`src/rtl/rst_seq_ctrl_if.sv`:
```
// rst_seq_ctrl_if: request inputs and reset/status outputs of the reset sequencer
interface rst_seq_ctrl_if;
    logic       sw_rst_req_i;
    logic       wdt_rst_req_i;
    logic       mem_init_done_i;
    logic       mem_rst_o;
    logic       periph_rst_o;
    logic       core_rst_o;
    logic       ready_o;
    logic [1:0] rst_cause_o;
    logic       init_timeout_o;
    modport master (
        output sw_rst_req_i, wdt_rst_req_i, mem_init_done_i,
        input  mem_rst_o, periph_rst_o, core_rst_o, ready_o, rst_cause_o, init_timeout_o
    );
    modport slave (
        input  sw_rst_req_i, wdt_rst_req_i, mem_init_done_i,
        output mem_rst_o, periph_rst_o, core_rst_o, ready_o, rst_cause_o, init_timeout_o
    );
endinterface

```
`src/rtl/rst_seq_ctrl.sv`:
```
// rst_seq_ctrl: staged reset release (mem, then periph, then core) with software/watchdog re-entry
module rst_seq_ctrl #(
    parameter int HOLD_CYCLES  = 16,
    parameter int INIT_TIMEOUT = 1024,
    parameter int GAP_CYCLES   = 4
) (
    input logic           clk,
    input logic           rst_i,
    rst_seq_ctrl_if.slave bus
);
    localparam int MAX_HI  = (HOLD_CYCLES > INIT_TIMEOUT) ? HOLD_CYCLES : INIT_TIMEOUT;
    localparam int MAX_ALL = (MAX_HI > GAP_CYCLES) ? MAX_HI : GAP_CYCLES;
    localparam int CW      = $clog2(MAX_ALL) + 1;

    typedef enum logic [1:0] {HOLD, INIT, PERIPH, RUN} state_t;

    state_t          r_state;
    logic [CW-1:0]   r_cnt;
    logic            r_mem_rst;
    logic            r_periph_rst;
    logic            r_core_rst;
    logic            r_ready;
    logic [1:0]      r_cause;
    logic            r_timeout;
    logic            w_last;
    logic            w_req;

    assign w_last = r_cnt == CW'(1);
    assign w_req  = bus.sw_rst_req_i | bus.wdt_rst_req_i;

    assign bus.mem_rst_o      = r_mem_rst;
    assign bus.periph_rst_o   = r_periph_rst;
    assign bus.core_rst_o     = r_core_rst;
    assign bus.ready_o        = r_ready;
    assign bus.rst_cause_o    = r_cause;
    assign bus.init_timeout_o = r_timeout;

    // Sequencer: the shared down-counter is reloaded on every state entry; a state ends when it reads 1
    always_ff @(posedge clk or posedge rst_i) begin
        if (rst_i) begin
            r_state      <= HOLD;
            r_cnt        <= CW'(HOLD_CYCLES);
            r_mem_rst    <= 1'b1;
            r_periph_rst <= 1'b1;
            r_core_rst   <= 1'b1;
            r_ready      <= 1'b0;
            r_cause      <= 2'b00;
            r_timeout    <= 1'b0;
        end else begin
            case (r_state)
                HOLD: begin
                    if (w_last) begin
                        r_state   <= INIT;
                        r_cnt     <= CW'(INIT_TIMEOUT);
                        r_mem_rst <= 1'b0;
                    end else begin
                        r_cnt <= r_cnt - CW'(1);
                    end
                end
                INIT: begin
                    if (bus.mem_init_done_i || w_last) begin
                        r_state      <= PERIPH;
                        r_cnt        <= CW'(GAP_CYCLES);
                        r_periph_rst <= 1'b0;
                        r_timeout    <= ~bus.mem_init_done_i;
                    end else begin
                        r_cnt <= r_cnt - CW'(1);
                    end
                end
                PERIPH: begin
                    if (w_last) begin
                        r_state    <= RUN;
                        r_cnt      <= CW'(HOLD_CYCLES);
                        r_core_rst <= 1'b0;
                        r_ready    <= 1'b1;
                    end else begin
                        r_cnt <= r_cnt - CW'(1);
                    end
                end
                RUN: begin
                    if (w_req) begin
                        r_state      <= HOLD;
                        r_cnt        <= CW'(HOLD_CYCLES);
                        r_mem_rst    <= 1'b1;
                        r_periph_rst <= 1'b1;
                        r_core_rst   <= 1'b1;
                        r_ready      <= 1'b0;
                        r_cause      <= bus.wdt_rst_req_i ? 2'b10 : 2'b01;
                        r_timeout    <= 1'b0;
                    end
                end
                default: r_state <= HOLD;
            endcase
        end
    end
endmodule

```
`src/flat_wrapper.sv`:
```
// flat-port wrapper written by rule: the top's interface ports become plain ports
module rst_seq_ctrl_flat 
#(
    parameter int HOLD_CYCLES  = 16,
    parameter int INIT_TIMEOUT = 1024,
    parameter int GAP_CYCLES   = 4
)
  (clk, rst_i, bus_sw_rst_req_i, bus_wdt_rst_req_i, bus_mem_init_done_i, bus_mem_rst_o, bus_periph_rst_o, bus_core_rst_o, bus_ready_o, bus_rst_cause_o, bus_init_timeout_o);
  rst_seq_ctrl_if bus_i ();
  input logic clk;
  input logic rst_i;
  input wire logic [$bits(bus_i.sw_rst_req_i)-1:0] bus_sw_rst_req_i;
  input wire logic [$bits(bus_i.wdt_rst_req_i)-1:0] bus_wdt_rst_req_i;
  input wire logic [$bits(bus_i.mem_init_done_i)-1:0] bus_mem_init_done_i;
  output wire logic [$bits(bus_i.mem_rst_o)-1:0] bus_mem_rst_o;
  output wire logic [$bits(bus_i.periph_rst_o)-1:0] bus_periph_rst_o;
  output wire logic [$bits(bus_i.core_rst_o)-1:0] bus_core_rst_o;
  output wire logic [$bits(bus_i.ready_o)-1:0] bus_ready_o;
  output wire logic [$bits(bus_i.rst_cause_o)-1:0] bus_rst_cause_o;
  output wire logic [$bits(bus_i.init_timeout_o)-1:0] bus_init_timeout_o;
  assign bus_i.sw_rst_req_i = bus_sw_rst_req_i;
  assign bus_i.wdt_rst_req_i = bus_wdt_rst_req_i;
  assign bus_i.mem_init_done_i = bus_mem_init_done_i;
  assign bus_mem_rst_o = bus_i.mem_rst_o;
  assign bus_periph_rst_o = bus_i.periph_rst_o;
  assign bus_core_rst_o = bus_i.core_rst_o;
  assign bus_ready_o = bus_i.ready_o;
  assign bus_rst_cause_o = bus_i.rst_cause_o;
  assign bus_init_timeout_o = bus_i.init_timeout_o;
  rst_seq_ctrl #(.HOLD_CYCLES(HOLD_CYCLES), .INIT_TIMEOUT(INIT_TIMEOUT), .GAP_CYCLES(GAP_CYCLES)) u_core (.clk(clk), .rst_i(rst_i), .bus(bus_i));
endmodule
```
`config.mk`:
```
export PLATFORM = sky130hd
export DESIGN_NAME = rst_seq_ctrl_flat
export DESIGN_NICKNAME = d
export VERILOG_FILES = /design/src/rtl/rst_seq_ctrl_if.sv /design/src/rtl/rst_seq_ctrl.sv /design/src/flat_wrapper.sv
export SDC_FILE = /design/constraint.sdc
export NUM_CORES = 1
export LEC_CHECK = 0
export ABC_AREA = 0
export BUFFER_PORTS_ARGS = -buffer_cell sky130_fd_sc_hd__buf_4
export CORE_MARGIN = 2
export CORE_UTILIZATION = 40
export CTS_CLUSTER_DIAMETER = 120
export DETAILED_ROUTE_END_ITERATION = 16
export MAX_ROUTING_LAYER = met4
export PLACE_DENSITY = 0.68
export SLEW_MARGIN = 0
export SYNTH_ARGS = -nofsm -noshare
export SYNTH_HDL_FRONTEND = slang
export SYNTH_SLANG_ARGS = --single-unit
```
`constraint.sdc`:
```
create_clock -name clk -period 4.3 [get_ports clk]
set_input_delay 0.86 -clock clk [delete_from_list [all_inputs] [get_ports clk]]
set_output_delay 0.86 -clock clk [all_outputs]
set_load 0.1 [all_outputs]
```
# Word-level counts from Yosys, hierarchy flattened
# Cells that the tools add are included.
[totals] reg_bits=20 input_bits=5 out_inout_bits=7 word_cells=51
[op_classes] add_sub_neg=1 eq_ne=8 n_mux=22 n_bitwise=2 reduce_logical=10
[op_table] cell="$mux W11" count=4
[op_table] cell="$pmux W11 S4" count=1
[op_table] cell="$eq A11 B1 Y1 const B" count=1
[op_table] cell="$sub A11 B1 Y11 const B" count=1
[op_table] cell="$mux W2" count=5
[op_table] cell="$pmux W1 S2" count=5
[op_table] cell="$reduce_and A3 Y1" count=3
[op_table] cell="$ne A2 B1 Y1 const B" count=4
[op_table] cell="$pmux W2 S4" count=1
[op_table] cell="$mux W1" count=6
[op_table] cell="$reduce_bool A2 Y1" count=3
[op_table] cell="$eq A2 B2 Y1 const B" count=2
[op_table] cell="$reduce_and A4 Y1" count=1
[op_table] cell="$eq A2 B1 Y1 const B" count=1
[op_table] cell="$logic_not A2 Y1" count=1
[op_table] cell="$reduce_and A2 Y1" count=1
[op_table] cell="$logic_or A1 B1 Y1" count=1
[op_table] cell="$not A1 Y1" count=1
[op_table] cell="$or A1 B1 Y1" count=1

# Logic depth before layout (Yosys ltp)
[depth] ltp_word=4 ltp_mapped=7 depth_no_buf=6

# Least setup slack after synthesis
# No wires, ideal clock.
[synth_timing] kind="input port to flip-flop" startpoint="input bus_wdt_rst_req_i" endpoint="register u_core.r_cnt[3]" setup_time_ps=121 arrival_time_ps=1734 t_required_ps=4179 setup_slack_ps=2445 cell_stages=4 path_buffers=1 path_cell_list="nor3b_4 > buf_2 > o21ai_0 > a22o_1"
[synth_between] elab_chain_cells=2
[synth_lines] element="from (decl)" line="flat_wrapper.sv:13" text="input wire logic [$bits(bus_i.wdt_rst_req_i)-1:0] bus_wdt_rst_req_i;"
[synth_lines] element="$or A1 B1 Y1" line="rst_seq_ctrl.sv:29" text="assign w_req = bus.sw_rst_req_i | bus.wdt_rst_req_i;"
[synth_lines] element="$ne A2 B1 Y1 (no source line)"
[synth_lines] element="to (signal assigned)" line="rst_seq_ctrl.sv:42" text="r_cnt <= CW'(HOLD_CYCLES);"
[synth_lines] element="to (signal assigned)" line="rst_seq_ctrl.sv:54" text="r_cnt <= CW'(INIT_TIMEOUT);"
[synth_lines] element="to (signal assigned)" line="rst_seq_ctrl.sv:57" text="r_cnt <= r_cnt - CW'(1);"
[synth_lines] element="to (decl)" line="rst_seq_ctrl.sv:18" text="logic [CW-1:0] r_cnt;"
# Every way passes these cells.
# A chain may end at the register's enable or synchronous reset.

# Worst setup path after layout
[layout_timing] startpoint="register u_core.r_state[1]" endpoint="register u_core.r_cnt[3]"
[layout_between] elab_chain_cells=2 word_cells_on_any_way=6 cone_classes="eq/ne: 4; mux: 1; reduce/logical: 1"
[layout_lines] element="from (decl)" line="rst_seq_ctrl.sv:17" text="state_t r_state;"
[layout_lines] element="from (signal assigned)" line="rst_seq_ctrl.sv:41" text="r_state <= HOLD;"
[layout_lines] element="from (signal assigned)" line="rst_seq_ctrl.sv:53" text="r_state <= INIT;"
[layout_lines] element="from (signal assigned)" line="rst_seq_ctrl.sv:62" text="r_state <= PERIPH;"
[layout_lines] element="$eq A2 B2 Y1, or another cell as far along" line="rst_seq_ctrl.sv:50" text="case (r_state)"
[layout_lines] element="$pmux W11 S4 / $ne A2 B1 Y1 (equally long branches)"
[layout_lines] element="to (signal assigned)" line="rst_seq_ctrl.sv:54"
[layout_lines] element="to (signal assigned)" line="rst_seq_ctrl.sv:57"
[layout_lines] element="to (signal assigned)" line="rst_seq_ctrl.sv:63" text="r_cnt <= CW'(GAP_CYCLES);"
# Several ways; a longest one is shown, not always the timed one.

==> metrics <==
status=completed; multi-input logic area=719 um^2; Synth Warn #=0; critical path fanouts, max=16; Worst setup EP type=flop; placed insts=180; Via Count=1047; row cnt=20; Yosys top cell area share=31.3%; Die Span Y=60.6 um; Worst-Skew Late Latency=0.32 ns; clk buf depth=2; fin. max-slew vios=0; skew final=0.00966 ns; layout cells sized above 1=22.1%; crit path launch type=flop; initial DRC count=44; Final Core Density=46.8%; die width=60.6 um; Overall Global Routing Usage=18.2%; CTS Sinks=20; Reg area=505 um^2; Worst-Margin Slew=0.770 ns; # IOs=12; RSZ-0062 raised after global routing=false; largest net degree at the start of global routing=21; Syn Nets=142; leading cell types by count after synthesis=dfrtp_1 (16), nor2_1 (12), nand2_1 (9); CTS Root Cell=clkbuf_4; initial cell density of the core=41.9%; Achievable Freq=470 MHz; Slew Limit Headroom=48.6%; Post-Syn Area=0.00128 mm^2; full die area=0.00367 mm^2; Max Cap Viol=0; DP Wirelength=2000 um; Synth area leaders=dfrtp_1 (31%), dfstp_2 (8.2%), ha_1 (6.8%); CTS tree=done; cts bufs inserted=3; Area Growth Syn to Fin=11.6%; Clock transition at path regs=0.12 ns; Hold Buf Count CTS=0; period utilization=49.5%; Final Non-Filler Cells=184; Port Buffers=11; arrival time at the worst endpoint=2.36 ns; Seq/Total Area, Yosys=39.5%; number of global-route vias before repair=1008; DR pass1 iterations=4; initial antenna violation count=0; DR WL/cell=15.4 um; Synth Flop Type=dfrtp_1; area leader, netlist=dfrtp_1; nets@finish=153; Setup TNS=0 ns; Final setup violation count=0; crit path kind=flop to flop; Final ANT Viol Nets=0; post_cts resized=0; drt via density=5.69; setup bufs post-CTS=0; count leader, synth=dfrtp_1; H-Tree Level Count=1; Worst Hold Class=flop to flop; WL final=2840 um; Core Region=0.00305 mm^2; Post-Synthesis Cells=130; first-pass GRT wire length=4700 um; mean area per synthesized cell=9.85 um^2; CP Data Required Time=4.53 ns; number of library cell types mapped by synthesis=45; diode count=0; DRC violations left=0; Placer Congestion=0.755; Fillers=309; remaining global-route overflow=0; Synth Register Bits=20; Final Hold Fails=0; Post-synth EDFFs=0; async set or reset register ratio after synthesis=100%; final worst path period need=2.13 ns
placed cells by master (no fill, tap or decap), types with 4 or more instances in the layout:
| cell type | count |
|---|---|
| xnor2_1 | 4 |
| o21ai_0 | 7 |
| nand2_1 | 9 |
| dfstp_2 | 4 |
| dfrtp_1 | 16 |
| nand3_1 | 6 |
| a21oi_1 | 6 |
| inv_1 | 8 |
| nor3_1 | 6 |
| buf_4 | 11 |
| ha_1 | 7 |
| nor2_1 | 12 |
worst paths after layout:
path                                      start              endpoint  slack (ns)  cells past startpoint
min in group asynchronous                 rst_i       u_core.r_cnt[6]        0.66                      2
max in group asynchronous                 rst_i     u_core.r_state[0]        3.15                      2
hold / removal             u_core.bus.mem_rst_o  u_core.bus.mem_rst_o        0.51                      1
hold reg to reg            u_core.bus.mem_rst_o  u_core.bus.mem_rst_o        0.51                      1
setup reg to reg              u_core.r_state[1]       u_core.r_cnt[3]        2.17                      4
setup / recovery              u_core.r_state[1]       u_core.r_cnt[3]        2.17                      4
cells by family (layout without fill, tap and decap cells):
family          after synthesis  count (layout)  share of synthesized area, %
simple gates                 46              46                          22.8
compound gates               36              36                          20.4
xor+xnor                      5               5                          3.42
buf+inv                      13              23                          4.30
fa+ha+maj                     7               7                          6.84
flops                        20              20                          39.5
mux                           3               3                          2.74
cell type report:
cell class                      instances  share of cell area (%)
Inverter                                8                    2.10
Tap cell                               44                    3.85
Multi-Input combinational cell         97                    50.4
Clock buffer                            4                    2.54
Timing Repair Buffer                   11                    5.78
Sequential cell                        20                    35.4
routing by layer:
layer	share of wire (%)	up-vias	GRT usage (%)
met2	49	33	29.2
met4	2.4	0	10.2
met1	45	510	22.1
li1	-	499	-
met5	0	-	-
met3	4.2	5	1.92
flip-flops by register name, indices dropped and copies added (netlist names):
name	cells
u_core.bus.core_rst_o	1
u_core.bus.init_timeout_o	1
u_core.bus.mem_rst_o	1
u_core.bus.periph_rst_o	1
u_core.bus.ready_o	1
u_core.bus.rst_cause_o	2
u_core.r_cnt	11
u_core.r_state	2
per-stage QoR:
step                instance area [um^2]  hold slack [ns]  setup slack [ns]
global route                        1430            0.545              2.03
floorplan                           1280            0.496              2.45
finish                              1430            0.515              2.17
global placement                    1390            0.503              2.20
CTS                                 1430            0.520              2.19
detailed placement                  1390            0.486              2.15
critical path, stage by stage, from the launching register on:
cell and delay [ns]:
dfrtp_1 0.42, ha_1 0.49, nor3b_4 0.72, o21ai_0 0.19
a22o_1 0.22
Power is left out: the tool's default activity adds up to more than one toggle a clock period on the data nets, which glitch-free logic cannot reach.
